<file path="src/rtl/key_matrix_pkg.sv">
// Shared constants and coordinate helpers for the 4x4 key matrix scanner.
// The coordinate type matches the LED matrix dot driver's x/y format.
package key_matrix_pkg;
    localparam int         KM_N         = 4;
    localparam int         KM_KEYS      = 16;
    localparam logic [3:0] KM_COL_RESET = 4'b1110;

    typedef logic [3:0] coord_t;

    // Flat key index: bit y*4 + x of the matrix vectors.
    function automatic logic [3:0] km_index(input coord_t x, input coord_t y);
        return {y[1:0], x[1:0]};
    endfunction
endpackage

</file>
<file path="src/rtl/km_frame_debouncer.sv">
// Full-matrix frame debouncer: a frame must repeat DEB_FRAMES times in a row
// before the debounced state follows it; reports newly pressed keys on update.
module km_frame_debouncer
    import key_matrix_pkg::*;
#(
    parameter int DEB_FRAMES = 4
) (
    input  logic               clk,
    input  logic               rst,
    input  logic [KM_KEYS-1:0] raw,
    input  logic               frame_end,
    output logic [KM_KEYS-1:0] pressed,
    output logic [KM_KEYS-1:0] new_mask
);
    localparam logic [3:0] DEB_TARGET = 4'(DEB_FRAMES);

    logic [KM_KEYS-1:0] prev_raw_r;
    logic [KM_KEYS-1:0] pressed_r;
    logic [3:0]         stable_cnt_r;
    logic [3:0]         cnt_next_s;
    logic               update_s;

    // Saturating stability count and press mask for the frame being closed.
    always_comb begin
        cnt_next_s = 4'd0;
        update_s   = 1'b0;
        new_mask   = {KM_KEYS{1'b0}};
        if (raw == prev_raw_r) begin
            cnt_next_s = (stable_cnt_r >= DEB_TARGET) ? DEB_TARGET : stable_cnt_r + 4'd1;
        end else begin
            cnt_next_s = 4'd0;
        end
        update_s = frame_end && (cnt_next_s == DEB_TARGET);
        new_mask = update_s ? (raw & ~pressed_r) : {KM_KEYS{1'b0}};
    end

    // Frame history and debounced state, advanced only at frame end.
    always_ff @(posedge clk) begin
        if (rst) begin
            prev_raw_r   <= {KM_KEYS{1'b0}};
            pressed_r    <= {KM_KEYS{1'b0}};
            stable_cnt_r <= 4'd0;
        end else if (frame_end) begin
            stable_cnt_r <= cnt_next_s;
            prev_raw_r   <= raw;
            if (update_s) begin
                pressed_r <= raw;
            end
        end
    end

    assign pressed = pressed_r;
endmodule

</file>
<file path="src/rtl/key_matrix_scanner.sv">
// 4x4 active-low key matrix scanner: column drive, row sampling, frame
// debouncing and one-pulse-per-press (x, y) event emission.
module key_matrix_scanner
    import key_matrix_pkg::*;
#(
    parameter int TICK_DIV   = 12000,
    parameter int DEB_FRAMES = 4
) (
    input  logic        clk,
    input  logic        rst,
    input  logic [3:0]  row,
    output logic [3:0]  col,
    output logic [15:0] pressed,
    output logic        key_valid,
    output logic [3:0]  x,
    output logic [3:0]  y
);
    localparam int               DIV_W    = (TICK_DIV > 1) ? $clog2(TICK_DIV) : 1;
    localparam logic [DIV_W-1:0] DIV_LAST = DIV_W'(TICK_DIV - 1);

    logic [DIV_W-1:0]   div_r;
    logic [1:0]         col_idx_r;
    logic [3:0]         col_r;
    logic [KM_KEYS-1:0] raw_r;
    logic [KM_KEYS-1:0] raw_next_s;
    logic [KM_KEYS-1:0] pending_r;
    logic [KM_KEYS-1:0] new_mask_s;
    logic [KM_KEYS-1:0] clear_s;
    logic [KM_KEYS-1:0] pressed_s;
    logic [3:0]         emit_idx_s;
    logic               emit_any_s;
    logic               tick_s;
    logic               frame_end_s;
    logic               kv_r;
    coord_t             x_r;
    coord_t             y_r;

    assign tick_s      = (div_r == DIV_LAST);
    assign frame_end_s = tick_s && (col_idx_r == 2'd3);

    // Raw matrix including this tick's column sample (sense lines are active-low).
    always_comb begin
        raw_next_s = raw_r;
        for (int yy = 0; yy < KM_N; yy++) begin
            raw_next_s[km_index({2'b00, col_idx_r}, 4'(yy))] =
                tick_s ? ~row[yy] : raw_r[km_index({2'b00, col_idx_r}, 4'(yy))];
        end
    end

    // Lowest pending key index wins the next event slot.
    always_comb begin
        emit_idx_s = 4'd0;
        emit_any_s = |pending_r;
        for (int i = KM_KEYS - 1; i >= 0; i--) begin
            emit_idx_s = pending_r[i] ? 4'(i) : emit_idx_s;
        end
        clear_s = emit_any_s ? (16'h0001 << emit_idx_s) : 16'h0000;
    end

    // Tick divider, column rotation and raw sample capture.
    always_ff @(posedge clk) begin
        if (rst) begin
            div_r     <= {DIV_W{1'b0}};
            col_idx_r <= 2'd0;
            col_r     <= KM_COL_RESET;
            raw_r     <= {KM_KEYS{1'b0}};
        end else begin
            raw_r <= raw_next_s;
            if (tick_s) begin
                div_r     <= {DIV_W{1'b0}};
                col_idx_r <= col_idx_r + 2'd1;
                col_r     <= {col_r[2:0], col_r[3]};
            end else begin
                div_r <= div_r + DIV_W'(1);
            end
        end
    end

    km_frame_debouncer #(
        .DEB_FRAMES(DEB_FRAMES)
    ) u_debouncer (
        .clk      (clk),
        .rst      (rst),
        .raw      (raw_next_s),
        .frame_end(frame_end_s),
        .pressed  (pressed_s),
        .new_mask (new_mask_s)
    );

    // Pending press set and event outputs; x/y hold while idle.
    always_ff @(posedge clk) begin
        if (rst) begin
            pending_r <= {KM_KEYS{1'b0}};
            kv_r      <= 1'b0;
            x_r       <= 4'd0;
            y_r       <= 4'd0;
        end else begin
            pending_r <= (pending_r & ~clear_s) | new_mask_s;
            kv_r      <= emit_any_s;
            if (emit_any_s) begin
                x_r <= {2'b00, emit_idx_s[1:0]};
                y_r <= {2'b00, emit_idx_s[3:2]};
            end
        end
    end

    assign col       = col_r;
    assign pressed   = pressed_s;
    assign key_valid = kv_r;
    assign x         = x_r;
    assign y         = y_r;
endmodule

</file>
<file path="config.mk">
export PLATFORM = sky130hd
export DESIGN_NAME = key_matrix_scanner
export DESIGN_NICKNAME = d
export VERILOG_FILES = /design/src/rtl/key_matrix_pkg.sv /design/src/rtl/km_frame_debouncer.sv /design/src/rtl/key_matrix_scanner.sv
export SDC_FILE = /design/constraint.sdc
export NUM_CORES = 1
export LEC_CHECK = 0
export ABC_AREA = 1
export CAP_MARGIN = 20
export CORE_MARGIN = 5
export CORE_UTILIZATION = 54
export DETAILED_ROUTE_END_ITERATION = 6
export PLACE_DENSITY = 0.77
export SLEW_MARGIN = 10
export SYNTH_ARGS = -nofsm -noshare
export SYNTH_HDL_FRONTEND = slang
export SYNTH_SLANG_ARGS = --single-unit
</file>
<file path="constraint.sdc">
create_clock -name clk -period 8.1 [get_ports clk]
set_clock_uncertainty 0.15 [all_clocks]
set_input_delay 1.215 -clock clk [delete_from_list [all_inputs] [get_ports clk]]
set_output_delay 1.215 -clock clk [all_outputs]
set_load 0.02 [all_outputs]
</file>
==> impl_metrics.json, run 1 <==
{
  "status": "finished, final reports clean",
  "placed_cell_area_mm2": 0.00520,
  "yosysUniqueCellTypes": 31,
  "fin_crit_sh": 0.436,
  "finalCriticalPeriod_ns": 3.53,
  "yosys_warnings": 0,
  "p_total_mw": 0.767,
  "ant_nets": 0,
  "cts_max_level": 3,
  "maxSlewViolCount": 0,
  "gr-usage-met2": 0.358,
  "combPwrFrac": 0.019,
  "first_pass_iters": 5,
  "diodes": 0,
  "use_met1": 0.293,
  "cts_buffers": 9,
  "cp_slowest_cell": "dfxtp_1",
  "pwr-share-clk": 0.382,
  "p_sw_mw": 0.177,
  "clock.fmax_ghz": 0.283,
  "netlist_instances": 733,
  "die_w_um": 105,
  "seq_area_frac_synth": 0.382,
  "grt_pass1_wl_um": 20300,
  "core-area_mm2": 0.00876,
  "critPathMaxStageDelay_ns": 0.68,
  "power.leakage_nw": 2.37,
  "clkLatencyLatePin_ns": 0.36,
  "cts_setup_buffers": 0,
  "vias": 4737,
  "vias_per_cell": 5.48,
  "drt-wirelength-per-cell_um": 13.9,
  "die-area_mm2": 0.0110,
  "first_iter_violations": 337,
  "drive_gt1_frac": 0.0634,
  "setup_viol": 0,
  "finalWirelength_um": 12100,
  "p_int_mw": 0.590,
  "first_global_vias": 4416,
  "grt.busiest_layer": "met2",
  "num_rows": 34,
  "place_congestion": 0.947,
  "relSlewSlack": 0.524,
  "synthFlopType": "dfxtp_1",
  "antenna_found_initial": 0,
  "hold_viol_final": 0,
  "sw_frac_of_total": 0.230,
  "start_util": 0.556,
  "cts_tree": "done",
  "synth_edf_count": 0,
  "cp_max_fo": 18,
  "worst_slew_pin_slew_ns": 0.710,
  "ctsLongestPathBuffers": 2,
  "crit_type": "reg -> reg",
  "use_met3": 0.0413,
  "ioPinCount": 35,
  "ys_ff_latch": 93,
  "cp_common_cell": "nand2_1",
  "area_delta_synth_final_pct": 10.6,
  "hold_class": "reg -> reg",
  "power.density_mw_per_mm2": 142,
  "cts_resized": 0,
  "startpoint_type": "flip-flop",
  "grt_max_degree": 68,
  "io_buffers": 30,
  "fp.dieH_um": 105,
  "stdcell_area_mm2": 0.00539,
  "syn_avg_cell_area_um2": 6.65,
  "maxCapViolations": 0,
  "arrival_ns": 3.60,
  "seqPwrFrac": 0.598,
  "cts-root-buf": "clkbuf_8",
  "totalNegativeSetupSlack_ns": 0,
  "drc": 0,
  "crit_chain": "inv_2 > ha_1 > inv_1 > nand2_1 > nand3_1 > nand2_1 > nor2_1 > nand2_1 > nor2_4 > nand2_4 > nor2_8 > nand3_2 > nand2_1 > a21oi_1",
  "postCtsHoldBufs": 0,
  "netlist_area_mm2": 0.00487,
  "track_usage": 0.221,
  "nets": 764,
  "clk_pin_slew_worst_paths_ns": 0.09,
  "cp-end-kind": "flip-flop",
  "ir_drop_v": 0.0000827,
  "overflow": 0,
  "dpl.hpwl_um": 9010,
  "grt_setup_unrepaired": "no",
  "async_flop_share": 0,
  "crit_required_ns": 8.17,
  "cts_sinks": 93
}
-- cells in the final DEF (no fill, tap or decap), types with 2 or more instances in the layout --
cell type	count
inv_2	2
a21oi_1	58
nand3_1	69
clkinv_1	2
nor2_1	75
nor3_1	6
nor2_4	4
nand4_1	36
buf_4	3
nand3_4	2
clkdlybuf4s50_1	29
o21ai_0	36
inv_1	107
clkbuf_8	11
nand3_2	6
nor2_8	2
nand2_2	5
clkinv_2	2
conb_1	4
nor4_1	3
o211ai_1	2
dfxtp_1	93
a31oi_1	5
clkinvlp_4	2
nand2_1	170
nor3b_1	5
ha_1	6
or2_2	5
-- synth_stat cells (6+ instances only) --
cell type	number	area (µm²)
nand4_1	36	225
clkbuf_1	19	71.3
nor2_1	75	282
nand3_2	6	60.1
inv_1	107	402
nor3_1	6	30.0
buf_4	6	45.0
o21ai_0	36	180
a21oi_1	58	290
ha_1	6	75.1
nand2_1	170	638
dfxtp_1	93	1860
nand3_1	69	345
-- flip-flops by register name (all words and copies together), names as in the netlist --
name,count
col,4
col_idx_r,2
div_r,14
key_valid,1
pending_r,16
raw_r,16
u_debouncer.pressed,16
u_debouncer.prev_raw_r,16
u_debouncer.stable_cnt_r,4
x,2
y,2
-- power groups by stage --
| stage | sequential, mW | clock, mW | combinational (mW) |
|---|---|---|---|
| after global placement | 0.470 | 0 | 0.0145 |
| after global routing | 0.459 | 0.318 | 0.0165 |
| after CTS | 0.459 | 0.297 | 0.0148 |
| after floorplan | 0.469 | 0 | 0.0119 |
| final | 0.459 | 0.293 | 0.0149 |
| after detailed placement | 0.470 | 0 | 0.0147 |
-- metrics by stage --
step	hold slack (ns)	instances	setup WS, ns	util
finish	0.309	865	4.57	0.615
global route	0.337	865	4.29	0.615
CTS	0.312	864	4.62	0.614
detailed placement	0.296	848	4.24	0.593
global placement	0.283	848	4.33	0.593
floorplan	0.268	736	5.16	-
-- metal layers --
| layer | wire length, µm | vias to the layer above |
|---|---|---|
| met2 | 5560 | 156 |
| met5 | 0 | - |
| met3 | 758 | 23 |
| met1 | 5540 | 2164 |
| met4 | 192 | 0 |
| li1 | - | 2394 |
-- cell type report --
class / instances / area, µm²
fillers: 811 / 3370
multi-input cells: 504 / 2470
flip-flops and latches: 93 / 1860
inverters: 111 / 417
repair buffers: 33 / 318
clock buffers: 11 / 151
well taps: 108 / 135
clock inverters: 5 / 33.8
-- worst max-delay path: cells and delay by family, from the launching register on --
family                     cells  cell delay (ns)
buffers and inverters          2             0.51
and+or+nand+nor               10             1.56
DFF                            1             0.68
AOI/OAI and AO/OA              1             0.07
adders and majority gates      1             0.42
-- cells by family after synthesis --
family / share of synthesized area
XOR/XNOR: 0.00360
buffers and inverters: 0.114
flip-flops: 0.382
other: 0.000769
AO/OA/AOI/OAI: 0.108
AND/OR/NAND/NOR: 0.377
adder cells (fa/ha/maj): 0.0154
-- path summary, 6_finish.rpt --
check	startpoint	to	slack, ns	cells past startpoint
max	col_idx_r[0]$_SDFFE_PP0P_	u_debouncer.pressed[4]$_SDFFE_PP0P_	4.57	14
min	u_debouncer.pressed[0]$_SDFFE_PP0P_	pending_r[0]$_SDFF_PP0_	0.31	1
max reg2reg	col_idx_r[0]$_SDFFE_PP0P_	u_debouncer.pressed[4]$_SDFFE_PP0P_	4.57	14
min reg2reg	u_debouncer.pressed[0]$_SDFFE_PP0P_	pending_r[0]$_SDFF_PP0_	0.31	1
Note: power is estimated with default switching activity, not from simulation.
==> inputs of run 2 (changes only) <==
==> constraint.sdc (replaced) <==
create_clock -name clk -period 3.63 [get_ports clk]
set_clock_uncertainty 0.15 [all_clocks]
set_input_delay 0.5445 -clock clk [delete_from_list [all_inputs] [get_ports clk]]
set_output_delay 0.5445 -clock clk [all_outputs]
set_load 0.02 [all_outputs]
==> impl_metrics.json, run 2 (synthesis gave the netlist of run 1 again) <==
{
  "layout_common_cells": "nand2_1, inv_1, dfxtp_1",
  "fin_crit_sh": 0.911,
  "drc": 0,
  "ir_drop_v": 0.000219,
  "multi_input_area_mm2": 0.00247,
  "cp_common_cell": "nand2_1",
  "n_fill_cell": 814,
  "first_iter_violations": 381,
  "totalNegativeSetupSlack_ns": 0,
  "use_met3": 0.0339,
  "crit_chain": "ha_1 > nand3_2 > nor2_8 > nand3_4 > nand2_2 > nand2_2 > nand2_1 > nand2_1 > nand2_1 > nand2_1 > nor2_1 > nand2_1 > nor2_4 > nand3_4 > nand3_2 > nand2_1 > a21oi_1",
  "track_usage": 0.237,
  "cts_resized": 0,
  "cp_max_fo": 18,
  "clkLatencyLatePin_ns": 0.37,
  "postCtsHoldBufs": 0,
  "critPathMaxStageDelay_ns": 0.39,
  "drive_gt1_frac": 0.0695,
  "io_buffers": 30,
  "nets": 770,
  "core-area_mm2": 0.00876,
  "grt.busiest_layer": "met2",
  "ant_nets": 0,
  "arrival_ns": 3.45,
  "finalCriticalPeriod_ns": 3.31,
  "maxCapViolations": 0,
  "area_delta_synth_final_pct": 11.8,
  "power.leakage_nw": 2.40,
  "place_congestion": 0.942,
  "cp-end-kind": "flip-flop",
  "dpl.hpwl_um": 9590,
  "cts_max_level": 3,
  "cp_slowest_cell": "nand3_2",
  "die-area_mm2": 0.0110,
  "cts_setup_buffers": 0,
  "dp_cells": 854,
  "hold_class": "reg -> reg",
  "grt_pass1_wl_um": 21700,
  "maxSlewViolCount": 0,
  "diodes": 0,
  "ctsLongestPathBuffers": 2,
  "first_global_vias": 4596,
  "die_w_um": 105,
  "crit_type": "reg -> reg",
  "hold_viol_final": 0,
  "relSlewSlack": 0.536,
  "status": "finished, final reports clean",
  "gr-usage-met2": 0.371,
  "overflow": 0,
  "finalWirelength_um": 12900,
  "cts_sinks": 93,
  "cts_buffers": 9,
  "use_met1": 0.331,
  "first_pass_iters": 5,
  "setup_viol": 0,
  "num_rows": 34,
  "worst_slew_pin_slew_ns": 0.696,
  "clk_pin_slew_worst_paths_ns": 0.10,
  "vias_per_cell": 5.59,
  "instances_no_fill": 871,
  "vias": 4868,
  "seq_area_mm2": 0.00186,
  "grt_setup_unrepaired": "no",
  "grt_max_degree": 67,
  "fp.dieH_um": 105,
  "drt-wirelength-per-cell_um": 14.8,
  "power.density_mw_per_mm2": 326,
  "layout.cells.most_common": "nand2_1",
  "cts_tree": "done",
  "crit_required_ns": 3.77,
  "cts-root-buf": "clkbuf_8",
  "antenna_found_initial": 0,
  "ioPinCount": 35,
  "start_util": 0.556,
  "startpoint_type": "flip-flop",
  "clock.fmax_ghz": 0.303
}
==> run 2: critical path, delay by kind of cell, from the launching register on <==
family	cells	cell delay, ns
simple gates	15	2.36
fa+ha+maj	1	0.21
compound gates	1	0.14
flops	1	0.37
==> run 2: layout make-up <==
type	count	share of cell area
Timing Repair Buffer	39	0.0666
Multi-Input combinational cell	504	0.454
Tap cell	108	0.0248
Sequential cell	93	0.342
Clock buffer	10	0.0234
Inverter	111	0.0764
Clock inverter	6	0.0131
==> run 2: final timing paths <==
check                                                          from                                  end  slack [ns]  cells after the start
worst max register to register                  div_r[0]$_SDFF_PP0_  u_debouncer.pressed[7]$_SDFFE_PP0P_        0.32                     17
worst max-delay path                            div_r[0]$_SDFF_PP0_  u_debouncer.pressed[7]$_SDFFE_PP0P_        0.32                     17
worst min register to register  u_debouncer.pressed[0]$_SDFFE_PP0P_              pending_r[0]$_SDFF_PP0_        0.31                      1
worst min-delay path            u_debouncer.pressed[0]$_SDFFE_PP0P_              pending_r[0]$_SDFF_PP0_        0.31                      1
==> run 2: through the flow <==
stage                     power, mW  setup WS [ns]   util  instance area, µm²  hold WS [ns]
final                          1.77          0.325  0.622                5450         0.314
after floorplan                1.07           1.02      -                4880         0.268
after global routing           1.82         0.0405  0.622                5450         0.340
after global placement         1.08          0.492  0.598                5240         0.274
after CTS                      1.78          0.346  0.621                5440         0.315
after detailed placement       1.08          0.375  0.598                5240         0.301
==> run 2: power by group <==
group          internal [mW]  switching [mW]
clock                  0.324           0.392
sequential              1.02         0.00217
combinational        0.00876          0.0254
total                   1.35           0.420
==> run 2: per-layer routing <==
| metal | vias to the layer above | share of wire |
|---|---|---|
| li1 | 2406 | - |
| met1 | 2242 | 0.47 |
| met2 | 188 | 0.44 |
| met3 | 32 | 0.066 |
| met4 | 0 | 0.023 |
| met5 | - | 0 |
==> inputs of run 3 (changes only) <==
--- a/config.mk
+++ b/config.mk
@@ -7,7 +7,6 @@
 export LEC_CHECK = 0
 export ABC_AREA = 1
 export CAP_MARGIN = 20
-export CORE_MARGIN = 5
 export CORE_UTILIZATION = 54
 export DETAILED_ROUTE_END_ITERATION = 6
 export PLACE_DENSITY = 0.77
==> impl_metrics.json, run 3 (synthesis gave the netlist of run 1 again) <==
{
  "status": "finished, final reports clean",
  "drt-wirelength-per-cell_um": 14.5,
  "r2r-start": "div_r[0]$_SDFF_PP0_",
  "layout_common_cells": "nand2_1, inv_1, dfxtp_1",
  "r2r_end": "u_debouncer.pressed[1]$_SDFFE_PP0P_",
  "die_w_um": 97,
  "finalWirelength_um": 12600,
  "critPathBufInv": 0,
  "holdPathEnd": "div_r[0]$_SDFF_PP0_",
  "cts_sinks": 93,
  "clkLatencyLatePin_ns": 0.38,
  "stdcell_area_mm2": 0.00547,
  "grt_max_degree": 67,
  "ctsLongestPathBuffers": 2,
  "io_buffers": 30,
  "cts_setup_buffers": 0,
  "diodes": 0,
  "cts_tree": "done",
  "totalNegativeSetupSlack_ns": 0,
  "vias": 4884,
  "crit_chain": "ha_1 > nand3_2 > nor2_8 > nand3_4 > nand2_1 > nand3_1 > nand3_1 > nand2_1 > nor2_1 > nand2_1 > nor2_4 > nand3_4 > nand3_2 > nand2_1 > a21oi_1",
  "cp_common_cell": "nand2_1",
  "hold_class": "reg -> reg",
  "core-area_mm2": 0.00872,
  "cts-root-buf": "clkbuf_8",
  "ir_drop_v": 0.000235,
  "fin_crit_sh": 0.901,
  "drc": 0,
  "pwr-share-clk": 0.434,
  "pre_cts_ws_ns": 0.419,
  "drive_gt1_frac": 0.0683,
  "crit_type": "reg -> reg",
  "arrival_ns": 3.42,
  "final_util": 0.627,
  "maxCapViolations": 0,
  "ff2ff_setup_slack_ns": 0.36,
  "die-area_mm2": 0.00941,
  "worst_slack_ns": 0.358,
  "ioPinCount": 35,
  "place_congestion": 0.967,
  "start_util": 0.559,
  "hold_start": "div_r[0]$_SDFF_PP0_",
  "seqPwrFrac": 0.548,
  "num_rows": 34,
  "n_fill_cell": 783,
  "layout.cells.most_common": "nand2_1",
  "cp_slowest_cell": "nand3_2",
  "area_delta_synth_final_pct": 12.2,
  "grt_setup_unrepaired": "no",
  "cts_max_level": 3,
  "first_pass_iters": 5,
  "cts_resized": 0,
  "instances_no_fill": 869,
  "overflow": 0,
  "track_usage": 0.273,
  "startpoint_type": "flip-flop",
  "clk_pin_slew_worst_paths_ns": 0.10,
  "dp_cells": 852,
  "power.density_mw_per_mm2": 342,
  "power.leakage_nw": 2.41,
  "maxSlewViolCount": 0,
  "clock.fmax_ghz": 0.306,
  "grt_pass1_wl_um": 20900,
  "first_global_vias": 4425,
  "worstHoldPathCells": 1,
  "p_sw_mw": 0.438,
  "worstRegToRegCells": 15,
  "cts_buffers": 9,
  "finalCriticalPeriod_ns": 3.27,
  "nets": 768,
  "first_iter_violations": 469,
  "ant_nets": 0,
  "crit_required_ns": 3.78,
  "p_int_mw": 1.43,
  "placed_cell_area_mm2": 0.00523,
  "sw_frac_of_total": 0.234,
  "dpl.hpwl_um": 9130,
  "cp_max_fo": 18,
  "worst_slew_pin_slew_ns": 0.666,
  "combPwrFrac": 0.018,
  "fp.dieH_um": 97,
  "critPathMaxStageDelay_ns": 0.38,
  "vias_per_cell": 5.62,
  "relSlewSlack": 0.556,
  "postCtsHoldBufs": 0,
  "cp-end-kind": "flip-flop",
  "hold_viol_final": 0,
  "crit_family": "simple AND/OR/NAND/NOR gates",
  "antenna_found_initial": 0,
  "setup_viol": 0
}
run 3: changes by cell type in the layout (fill, tap and decap cells not counted):
cell	previous run	this run
buf_4	9	7
inv_8	0	2
clkbuf_1	1	0
bufinv_16	1	2
clkinv_4	2	0
run 3: cell type report:
class / count / area (µm²) / area share
clock inverters: 7 / 106 / 0.0195
inverters: 111 / 417 / 0.0762
flip-flops and latches: 93 / 1860 / 0.341
multi-input cells: 504 / 2470 / 0.453
well taps: 108 / 135 / 0.0247
repair buffers: 37 / 348 / 0.0636
clock buffers: 9 / 124 / 0.0227
run 3: worst reg2reg max path, delay by kind of cell, from the launching register on:
family / cells / cell delay [ns]
and+or+nand+nor: 13 / 2.30
DFF: 1 / 0.37
adders and majority gates: 1 / 0.22
AOI/OAI and AO/OA: 1 / 0.14
run 3: worst max path at each step:
stage                        startpoint                              endpoint  slack, ns  cells past startpoint
detailed placement  div_r[0]$_SDFF_PP0_   u_debouncer.pressed[6]$_SDFFE_PP0P_       0.42                     17
finish              div_r[0]$_SDFF_PP0_   u_debouncer.pressed[1]$_SDFFE_PP0P_       0.36                     15
CTS                 div_r[0]$_SDFF_PP0_  u_debouncer.pressed[11]$_SDFFE_PP0P_       0.38                     17
global route        div_r[0]$_SDFF_PP0_  u_debouncer.pressed[12]$_SDFFE_PP0P_       0.08                     17
global placement    div_r[0]$_SDFF_PP0_  u_debouncer.pressed[13]$_SDFFE_PP0P_       0.53                     17
floorplan           div_r[0]$_SDFF_PP0_  u_debouncer.pressed[10]$_SDFFE_PP0P_       1.02                     19
run 3: power groups by stage:
stage          registers (mW)  clock network, mW  logic [mW]
3_5_place_dp             1.05                  0      0.0338
6_report                 1.02              0.811      0.0334
3_3_place_gp             1.05                  0      0.0321
5_1_grt                  1.03              0.855      0.0369
2_1_floorplan            1.05                  0      0.0266
4_1_cts                  1.02              0.816      0.0331
run 3: through the flow:
stage | total power [mW] | hold slack (ns)
floorplan | 1.07 | 0.268
global placement | 1.08 | 0.277
detailed placement | 1.08 | 0.292
CTS | 1.87 | 0.314
global route | 1.92 | 0.335
finish | 1.87 | 0.312
run 3: routing by layer:
| layer | global-route usage | routed length [µm] |
|---|---|---|
| met1 | 0.381 | 5710 |
| met2 | 0.427 | 5690 |
| met3 | 0.0499 | 893 |
| met4 | 0.0838 | 266 |
| met5 | 0 | 0 |
